<file path="src/rtl/pc_count.sv">
// Program counter for the instruction-fetch stage: step, absolute load or stall
// on each rising edge, with a one-cycle wrap pulse on step overflow.
module pc_count #(
  parameter int WIDTH    = 8,
  parameter int STEP     = 1,
  parameter int RESET_PC = 0
) (
  input  logic             clk,
  input  logic             reset,
  input  logic             en,
  input  logic             model_sel,
  input  logic [WIDTH-1:0] load_value,
  output logic [WIDTH-1:0] pc,
  output logic             wrap
);

  localparam logic [WIDTH-1:0] STEP_W  = WIDTH'(STEP);
  localparam logic [WIDTH-1:0] RESET_W = WIDTH'(RESET_PC);

  logic [WIDTH-1:0] r_pc;
  logic             r_wrap;
  logic [WIDTH:0]   w_sum;

  // Extra MSB of the sum is the carry-out that drives the wrap pulse.
  assign w_sum = {1'b0, r_pc} + {1'b0, STEP_W};

  always_ff @(posedge clk or negedge reset) begin
    if (!reset) begin
      r_pc   <= RESET_W;
      r_wrap <= 1'b0;
    end else if (!en) begin
      r_wrap <= 1'b0;
    end else if (model_sel) begin
      r_pc   <= load_value;
      r_wrap <= 1'b0;
    end else begin
      r_pc   <= w_sum[WIDTH-1:0];
      r_wrap <= w_sum[WIDTH];
    end
  end

  assign pc   = r_pc;
  assign wrap = r_wrap;

endmodule

</file>
<file path="config.mk">
export PLATFORM = sky130hd
export DESIGN_NAME = pc_count
export DESIGN_NICKNAME = d
export VERILOG_FILES = /design/src/rtl/pc_count.sv
export SDC_FILE = /design/constraint.sdc
export NUM_CORES = 1
export LEC_CHECK = 0
export CORE_AREA = 2 2 39 41
export CTS_CLUSTER_SIZE = 16
export DETAILED_ROUTE_END_ITERATION = 10
export DIE_AREA = 0 0 41 43
export GPL_TIMING_DRIVEN = 0
export HOLD_SLACK_MARGIN = 0.08
export PLACE_DENSITY = 0.81
export SETUP_SLACK_MARGIN = 0.5
export SYNTH_ARGS = -nofsm -noshare
export SYNTH_HDL_FRONTEND = slang
export SYNTH_SLANG_ARGS = --single-unit
</file>
<file path="constraint.sdc">
create_clock -name clk -period 3.07 [get_ports clk]
set_clock_uncertainty 0.2 [all_clocks]
set_input_delay 0.614 -clock clk [delete_from_list [all_inputs] [get_ports clk]]
set_output_delay 0.614 -clock clk [all_outputs]
set_load 0.005 [all_outputs]
</file>
* Word-level counts from Yosys, hierarchy flattened *
Cells that the tools add are included.

storage, ports and cells
  flip-flop bits (word level) = 9
  input bits = 12
  output and inout bits = 9
  word-level logic and storage cells = 6

cells by class
  add/subtract/negate cells = 1
  multiplexer cells = 3

operators by type and width
  cell                                          number
  adder 8 x 1 -> 9 bit (second input constant)  1
  two-way mux 8 bit                             1
  two-way mux 1 bit                             2

* Longest topological paths before layout *
Gate-level depths: netlist (run 1).

  depth after elaboration = 3
  depth in mapped cells = 4
  mapped depth without buffers = 4

* Worst setup path after synthesis (run 1) *
Ideal clock, no wire load.

  kind = in2reg
  start = input port model_sel
  end = register r_pc[7], in the netlist pc[7]
  library setup time = 0.132 ns
  data arrival time = 1.268 ns
  required time = 2.738 ns
  slack = 1.470 ns
  cell stages on the path = 4
  buffers on the path = 1
  cells stage by stage = buf_2 -> nand3b_1 -> a222oi_1 -> nand3_1

between the ends
  word-level cells in the longest chain between the ends = 1

RTL lines
  element               RTL line  text
  start, declared       11        input logic model_sel,
  two-way mux 8 bit     33        end else if (model_sel) begin
  end signal, assigned  34        r_pc <= load_value;
  end signal, assigned  37        r_pc <= w_sum[WIDTH-1:0];
  end, declared         20        logic [WIDTH-1:0] r_pc;

Every way passes these cells.
A chain may end at the register's enable or synchronous reset.

* Final worst setup path (run 1) *
  start = register r_pc[5], in the netlist pc[5]
  end = output port pc[5]

RTL lines
  element        RTL line  text
  end, declared  13        output logic [WIDTH-1:0] pc,

No word-level cell between the ends.

==> summary.md, run 1 <==
| Metric | Value |
|---|---|
| Core area | `1384 µm²` |
| Port bufs | `20` |
| CP max-delay cell | `clkdlybuf4s50_1` |
| CP delay by family, top | `buffers and inverters` |
| Largest net degree at the start of global routing | `11` |
| Post-Synthesis Cells | `59` |
| Fin util | `0.5687` |
| Routed wl met3 | `77 µm` |
| ANT nets after route | `0` |
| Count of cell types in the netlist | `27` |
| Clk sinks | `9` |
| Nets@finish | `97` |
| Routed WL | `1321 µm` |
| Multi-input logic area | `292.8 µm²` |
| TritonRoute pass-1 iters | `4` |
| Leak | `0.3386 nW` |
| Pwr Total | `393.6 µW` |
| Critical path class | `reg -> out` |
| MaxCap Viol Count | `0` |
| Pwr Density | `500.2 nW/µm²` |
| Dpl cells | `95` |
| Hold depth | `2` |
| Clock buffer depth | `2` |
| Pre-CTS WS | `0.8654 ns` |
| RePlAce Congestion | `0.7638` |
| Die W | `41 µm` |
| Async S/R FF share, synth | `1.000` |
| Die area | `1763 µm²` |
| DRC marker count from the first detailed-route iteration | `5` |
| Final setup vio count | `0` |
| Setup TNS | `0 ns` |
| Sequential share of the synthesized area | `0.4176` |
| Min-delay src | `pc[1]` |
| Post-route cell area | `787.0 µm²` |
| Final Instance Count excl. Fillers | `99` |
| H-Tree Depth | `1` |
| Clock transition at path regs | `0.07 ns` |
| Highest metal used | `met4` |
| Worst-Margin Slew | `0.4374 ns` |
| Std-Cell Rows | `14` |
| PostCTS Resize Cnt | `0` |
| Share of the synthesized area in the top cell type | `0.4176` |
| Hold Slack | `0.4128 ns` |
| Layout cells sized above 1 | `0.1084` |
| Synth area leaders | `dfrtp_1 (42%), a21oi_1 (5.6%), mux2i_1 (5.6%)` |
| CP max stage delay | `0.54 ns` |
| IO Pins | `21` |
| Setup crit end kind | `output pin` |
| Synth area leader | `dfrtp_1` |
| Total GRT Usage | `0.1844` |
| Initial Utilization | `0.3897` |
| Synth top cells by count | `dfrtp_1 (9), a21oi_1 (6), nand3_1 (5)` |
| Critical Path Start Type | `flip-flop` |
| Synth Cell Area | `539.3 µm²` |
| Diodes inserted | `0` |
| Min Clock Period, post-route | `2.071 ns` |
| RSZ-0062 raised after global routing | `false` |
| Critical-path cell list | `clkdlybuf4s50_1` |
| Worst Reg-to-Reg Cells | `4` |
| Worst slew margin | `0.7075` |
| Main synth FF type | `dfrtp_1` |
| Required @ worst endpoint | `2.26 ns` |
| Post-synthesis net count | `72` |
| Status | `finished clean` |
| CP Buf/Inv Count | `1` |
| Slew Limit Fails | `0` |
| Initial antenna violation count | `0` |
| Post-DP HPWL | `1001 µm` |
| Synthesized flop and latch total | `9` |
| CTS Hold Bufs | `0` |
| Vias per cell | `5.535` |
| Avg Cell Area, Syn | `9.140 µm²` |
| Hold Crit Class | `reg -> reg` |
| EDFF count, synth | `0` |
| Dpl cell area | `759.5 µm²` |
| Area Overhead vs Synth | `45.94%` |
| CTS buffer count | `3` |
| Final hold violations | `0` |
| Met2 wire length | `689 µm` |
| Tcrit/Tclk final | `0.6747` |
| Routed vias | `548` |
| Final worst slack | `0.9988 ns` |
| Crit. Startpoint | `pc[5]` |
| DRC violations left | `0` |
| Reg2reg start | `pc[0]` |
| FMAX | `0.4828 GHz` |
| Met1 WL | `538 µm` |
| Register area | `225.2 µm²` |
| Post-CTS Setup Repair Bufs | `0` |
| Worst-Skew Late Latency | `0.26 ns` |
| Yosys warning count | `0` |
| Chip height | `43 µm` |
| Maximum VDD drop | `0.0002677 V` |
| Fillcell total | `134` |
| Worst Path Max Fanout | `7` |
| Number of global-route vias before repair | `539` |
| Most numerous cell in the Yosys netlist | `dfrtp_1` |
| Number of cells on the critical path | `1` |
| R2R Setup Slk | `1.35 ns` |
| CTS tree | `yes` |
| Crit path arrival time | `1.26 ns` |
| Routed len/inst | `13.34 µm` |
| Clk root buf | `clkbuf_4` |
| First-pass GRT wire length | `2201 µm` |
| Grt ovf | `0` |
==> where the power goes <==
| group | internal [mW] | total (mW) | leakage, nW | switching, mW |
|---|---|---|---|---|
| Combinational | 0.0803 | 0.132 | 0.216 | 0.0515 |
| Clock | 0.0480 | 0.0917 | 0.0177 | 0.0437 |
| Sequential | 0.138 | 0.170 | 0.105 | 0.0320 |
==> flip-flops by register name, summed over array words and instances, names as in the netlist <==
| name | count |
|---|---|
| pc | 8 |
| wrap | 1 |
==> cells in the final DEF, fill, tap and decap left out, types with 3 or more instances in the layout <==
cell and count:
o22ai_1 3, dfrtp_1 9, nand2_1 3, clkbuf_4 3
mux2i_1 3, nor2_1 4, nand3_1 5, inv_1 3
a21oi_1 6, clkdlybuf4s50_1 20
==> final timing paths <==
path,end
min in group asynchronous,pc[6]
setup reg to reg,pc[6]
hold / removal,pc[1]
hold reg to reg,pc[1]
max in group asynchronous,pc[3]
setup / recovery,pc[5]
==> area by class of cell <==
class | count | share of cell area
Multi-Input combinational cell | 45 | 0.3720
Timing Repair Buffer | 20 | 0.2544
Clock inverter | 1 | 0.006359
Tap cell | 16 | 0.02544
Clock buffer | 3 | 0.02862
Sequential cell | 9 | 0.2862
Inverter | 3 | 0.01431
Buffer | 2 | 0.01272
==> kinds of logic after synthesis <==
logic type      after synthesis  synth area share
compound gates               16            0.1926
fa+ha+maj                     1           0.02320
buf+inv                       5           0.03944
flops                         9            0.4176
mux                           3           0.05569
simple gates                 25            0.2715
==> per-layer routing <==
metal,track usage,vias up
li1,-,271
met1,0.2119,257
met2,0.3031,18
met3,0.03141,2
met4,0.1000,0
met5,0,-
Power figures use the tool's default switching activity.
==> run 2, diff against run 1 <==
--- a/config.mk
+++ b/config.mk
@@ -5,13 +5,13 @@
 export SDC_FILE = /design/constraint.sdc
 export NUM_CORES = 1
 export LEC_CHECK = 0
-export CORE_AREA = 2 2 39 41
+export CORE_MARGIN = 2
+export CORE_UTILIZATION = 37
 export CTS_CLUSTER_SIZE = 16
 export DETAILED_ROUTE_END_ITERATION = 10
-export DIE_AREA = 0 0 41 43
 export GPL_TIMING_DRIVEN = 0
 export HOLD_SLACK_MARGIN = 0.08
-export PLACE_DENSITY = 0.81
+export PLACE_DENSITY = 0.78
 export SETUP_SLACK_MARGIN = 0.5
 export SYNTH_ARGS = -nofsm -noshare
 export SYNTH_HDL_FRONTEND = slang
==> constraint.sdc (replaced) <==
create_clock -name clk -period 1.75 [get_ports clk]
set_clock_uncertainty 0.2 [all_clocks]
set_input_delay 0.35 -clock clk [delete_from_list [all_inputs] [get_ports clk]]
set_output_delay 0.35 -clock clk [all_outputs]
set_load 0.005 [all_outputs]
==> run 2 against run 1 <==
  * Cell count grew 20%
  * Non-clock buffer count is 21 higher
  * Clock power increased by 89%
  * Cell area rose by 28%
  * Critical path depth up 2
  * Global-route usage rose by 4.4 points
  * Core utilization is 18 points higher
  * Critical path type unchanged
  * Critical endpoint is now pc[1]
  * Largest cell class is now buffers
==> summary.md, run 2 (same netlist as run 1, synthesis figures left out) <==
| Metric | Value |
|---|---|
| DRC marker count from the first detailed-route iteration | `21 (+16)` |
| Crit path arrival time | `1.02 ns (-0.24 ns)` |
| Multi-input logic area | `342.8 µm² (+17%)` |
| Pwr Total | `884.9 µW (+120%)` |
| Diodes inserted | `0 (unchanged)` |
| Sw Share | `0.3421 (+0.01880)` |
| Initial antenna violation count | `0 (unchanged)` |
| Register area | `230.2 µm² (+2.2%)` |
| R2R Setup Slk | `0.18 ns (-1.17 ns)` |
| CP max stage delay | `0.40 ns (-0.14 ns)` |
| CTS tree | `yes` |
| MaxCap Viol Count | `0 (unchanged)` |
| Post-route cell area | `1005 µm² (+28%)` |
| Worst-Margin Slew | `0.4734 ns (+0.03605 ns)` |
| Required @ worst endpoint | `1.20 ns (-1.06 ns)` |
| Clk sinks | `9 (unchanged)` |
| CTS buffer count | `3 (unchanged)` |
| Routed len/inst | `16.87 µm (+26%)` |
| RSZ-0062 raised after global routing | `true` |
| H-Tree Depth | `1 (unchanged)` |
| Critical Path Start Type | `flip-flop` |
| Hold Slack | `0.1958 ns (-0.2170 ns)` |
| Reg-to-Reg End | `pc[6]` |
| Worst Reg-to-Reg Cells | `5 (+1)` |
| Port bufs | `20 (unchanged)` |
| Pwr Density | `880.7 nW/µm² (+76%)` |
| Core area | `1334 µm² (-3.6%)` |
| Final setup vio count | `0 (unchanged)` |
| Initial Utilization | `0.4043 (+0.01462)` |
| Worst Path Max Fanout | `2 (-5)` |
| Final worst slack | `0.1812 ns (-0.8176 ns)` |
| Worst slew margin | `0.6834 (-0.02411)` |
| Max reg flops | `8 (unchanged)` |
| Chip height | `42.18 µm (-1.9%)` |
| Post-DP HPWL | `956.2 µm (-4.5%)` |
| Dpl cell area | `770.7 µm² (+1.5%)` |
| CP max-delay cell | `dfrtp_1` |
| DRC violations left | `0 (unchanged)` |
| Crit. Startpoint | `pc[1]` |
| Grt ovf | `0 (unchanged)` |
| Power share of the combinational group | `0.501 (+0.166)` |
| Pre-CTS WS | `-0.1858 ns (-1.051 ns)` |
| Flop pwr share | `0.303 (-0.129)` |
| Die W | `42.18 µm (+2.9%)` |
| Status | `finished clean` |
| Clock share of power | `0.196 (-0.037)` |
| RePlAce Congestion | `0.7519 (-1.6%)` |
| Total GRT Usage | `0.2282 (+0.04384)` |
| Maximum VDD drop | `0.0006193 V (+130%)` |
| Routed WL | `2007 µm (+52%)` |
| Final Instance Count excl. Fillers | `119 (+20%)` |
| Fin util | `0.7533 (+0.1846)` |
| Setup TNS | `0 ns (unchanged)` |
| Clock buffer depth | `2 (unchanged)` |
| Layout cells sized above 1 | `0.4712 (+0.3627)` |
| Std-Cell Rows | `13 (-1)` |
| Min Clock Period, post-route | `1.569 ns` |
| Routed vias | `671 (+22%)` |
| Switching pwr | `302.7 µW (+140%)` |
| Most Frequent Cell on Critical Path | `buf_6` |
| Critical path class | `reg -> out` |
| Critical-path cell list | `buf_4 -> buf_6 -> buf_6` |
| Area Overhead vs Synth | `86.31%` |
| ANT nets after route | `0 (unchanged)` |
| Reg2reg start | `pc[1]` |
| Most frequent cells in the layout | `buf_4 (13), buf_6 (11), clkdlybuf4s50_1 (9)` |
| Tcrit/Tclk final | `0.8964` |
| Most common cell after layout, fill and taps aside | `buf_4` |
| Clk root buf | `clkbuf_4` |
| Internal Power | `582.2 µW (+120%)` |
| Fillcell total | `90 (-33%)` |
| Clock transition at path regs | `0.07 ns (about the same)` |
| Worst-Skew Late Latency | `0.27 ns (about the same)` |
| FMAX | `0.6374 GHz` |
| Slew Limit Fails | `0 (unchanged)` |
| Leak | `0.4624 nW (+37%)` |
| Hold Crit Class | `in -> async` |
| IO Pins | `21 (unchanged)` |
| Final hold violations | `0 (unchanged)` |
| Nets@finish | `118 (+22%)` |
| Largest net degree at the start of global routing | `11 (unchanged)` |
| Setup crit end kind | `output pin` |
| First-pass GRT wire length | `2925 µm (+33%)` |
| TritonRoute pass-1 iters | `6 (+2)` |
| Die area | `1779 µm² (+0.89%)` |
| Vias per cell | `5.639 (+1.9%)` |
| Number of global-route vias before repair | `619 (+15%)` |
| Dpl cells | `94 (-1.1%)` |
-- run 2: changes by cell type in the layout (fill, tap and decap cells not counted), sizes merged --
cell,change
clkbuf,+3
dlygate4sd2,+1
buf,+29
clkinv,-1
clkdlybuf4s50,-11
-- run 2: power groups by stage --
| stage | Combinational [mW] | Sequential [mW] | Clock [mW] |
|---|---|---|---|
| 2_1_floorplan | 0.113 | 0.295 | 0 |
| 3_3_place_gp | 0.230 | 0.300 | 0 |
| 3_5_place_dp | 0.233 | 0.302 | 0 |
| 4_1_cts | 0.382 | 0.263 | 0.170 |
| 5_1_grt | 0.471 | 0.273 | 0.184 |
| 6_report | 0.443 | 0.268 | 0.173 |
-- run 2: cell type report --
cell class | instances | share of cell area
Multi-Input combinational cell | 45 | 0.3412
Clock buffer | 4 | 0.02615
Buffer | 2 | 0.01993
Tap cell | 15 | 0.01868
Inverter | 3 | 0.01121
Timing Repair Buffer | 41 | 0.3537
Sequential cell | 9 | 0.2291
-- run 2: critical path: cells and delay by family, from the launching register on --
family,cells,cell delay (ns)
buffers and inverters,3,0.35
DFF,1,0.40
-- run 2: per-layer routing --
metal | wire length [µm] | global-route usage | vias to the layer above
li1 | - | - | 312
met1 | 796 | 0.2639 | 321
met2 | 1015 | 0.3846 | 32
met3 | 127 | 0.04741 | 6
met4 | 67 | 0.1313 | 0
met5 | 0 | 0 | -
-- run 2: worst max-delay path by stage --
stage | endpoint | slack [ns] | cells past startpoint
6_report | pc[1] | 0.18 | 3
5_1_grt | pc[6] | 0.14 | 5
4_1_cts | pc[6] | 0.23 | 5
3_5_place_dp | pc[6] | -0.19 | 4
3_3_place_gp | pc[6] | -0.18 | 4
2_1_floorplan | pc[6] | 0.20 | 4
-- run 2: what timing repair did --
item | 4_1_cts | 5_1_grt
pin swaps | 9 | 7
hold buffers | 0 | 0
setup endpoints to repair | 18 | 18
gates resized for setup | 53 | 10
buffers inserted | 17 | 4
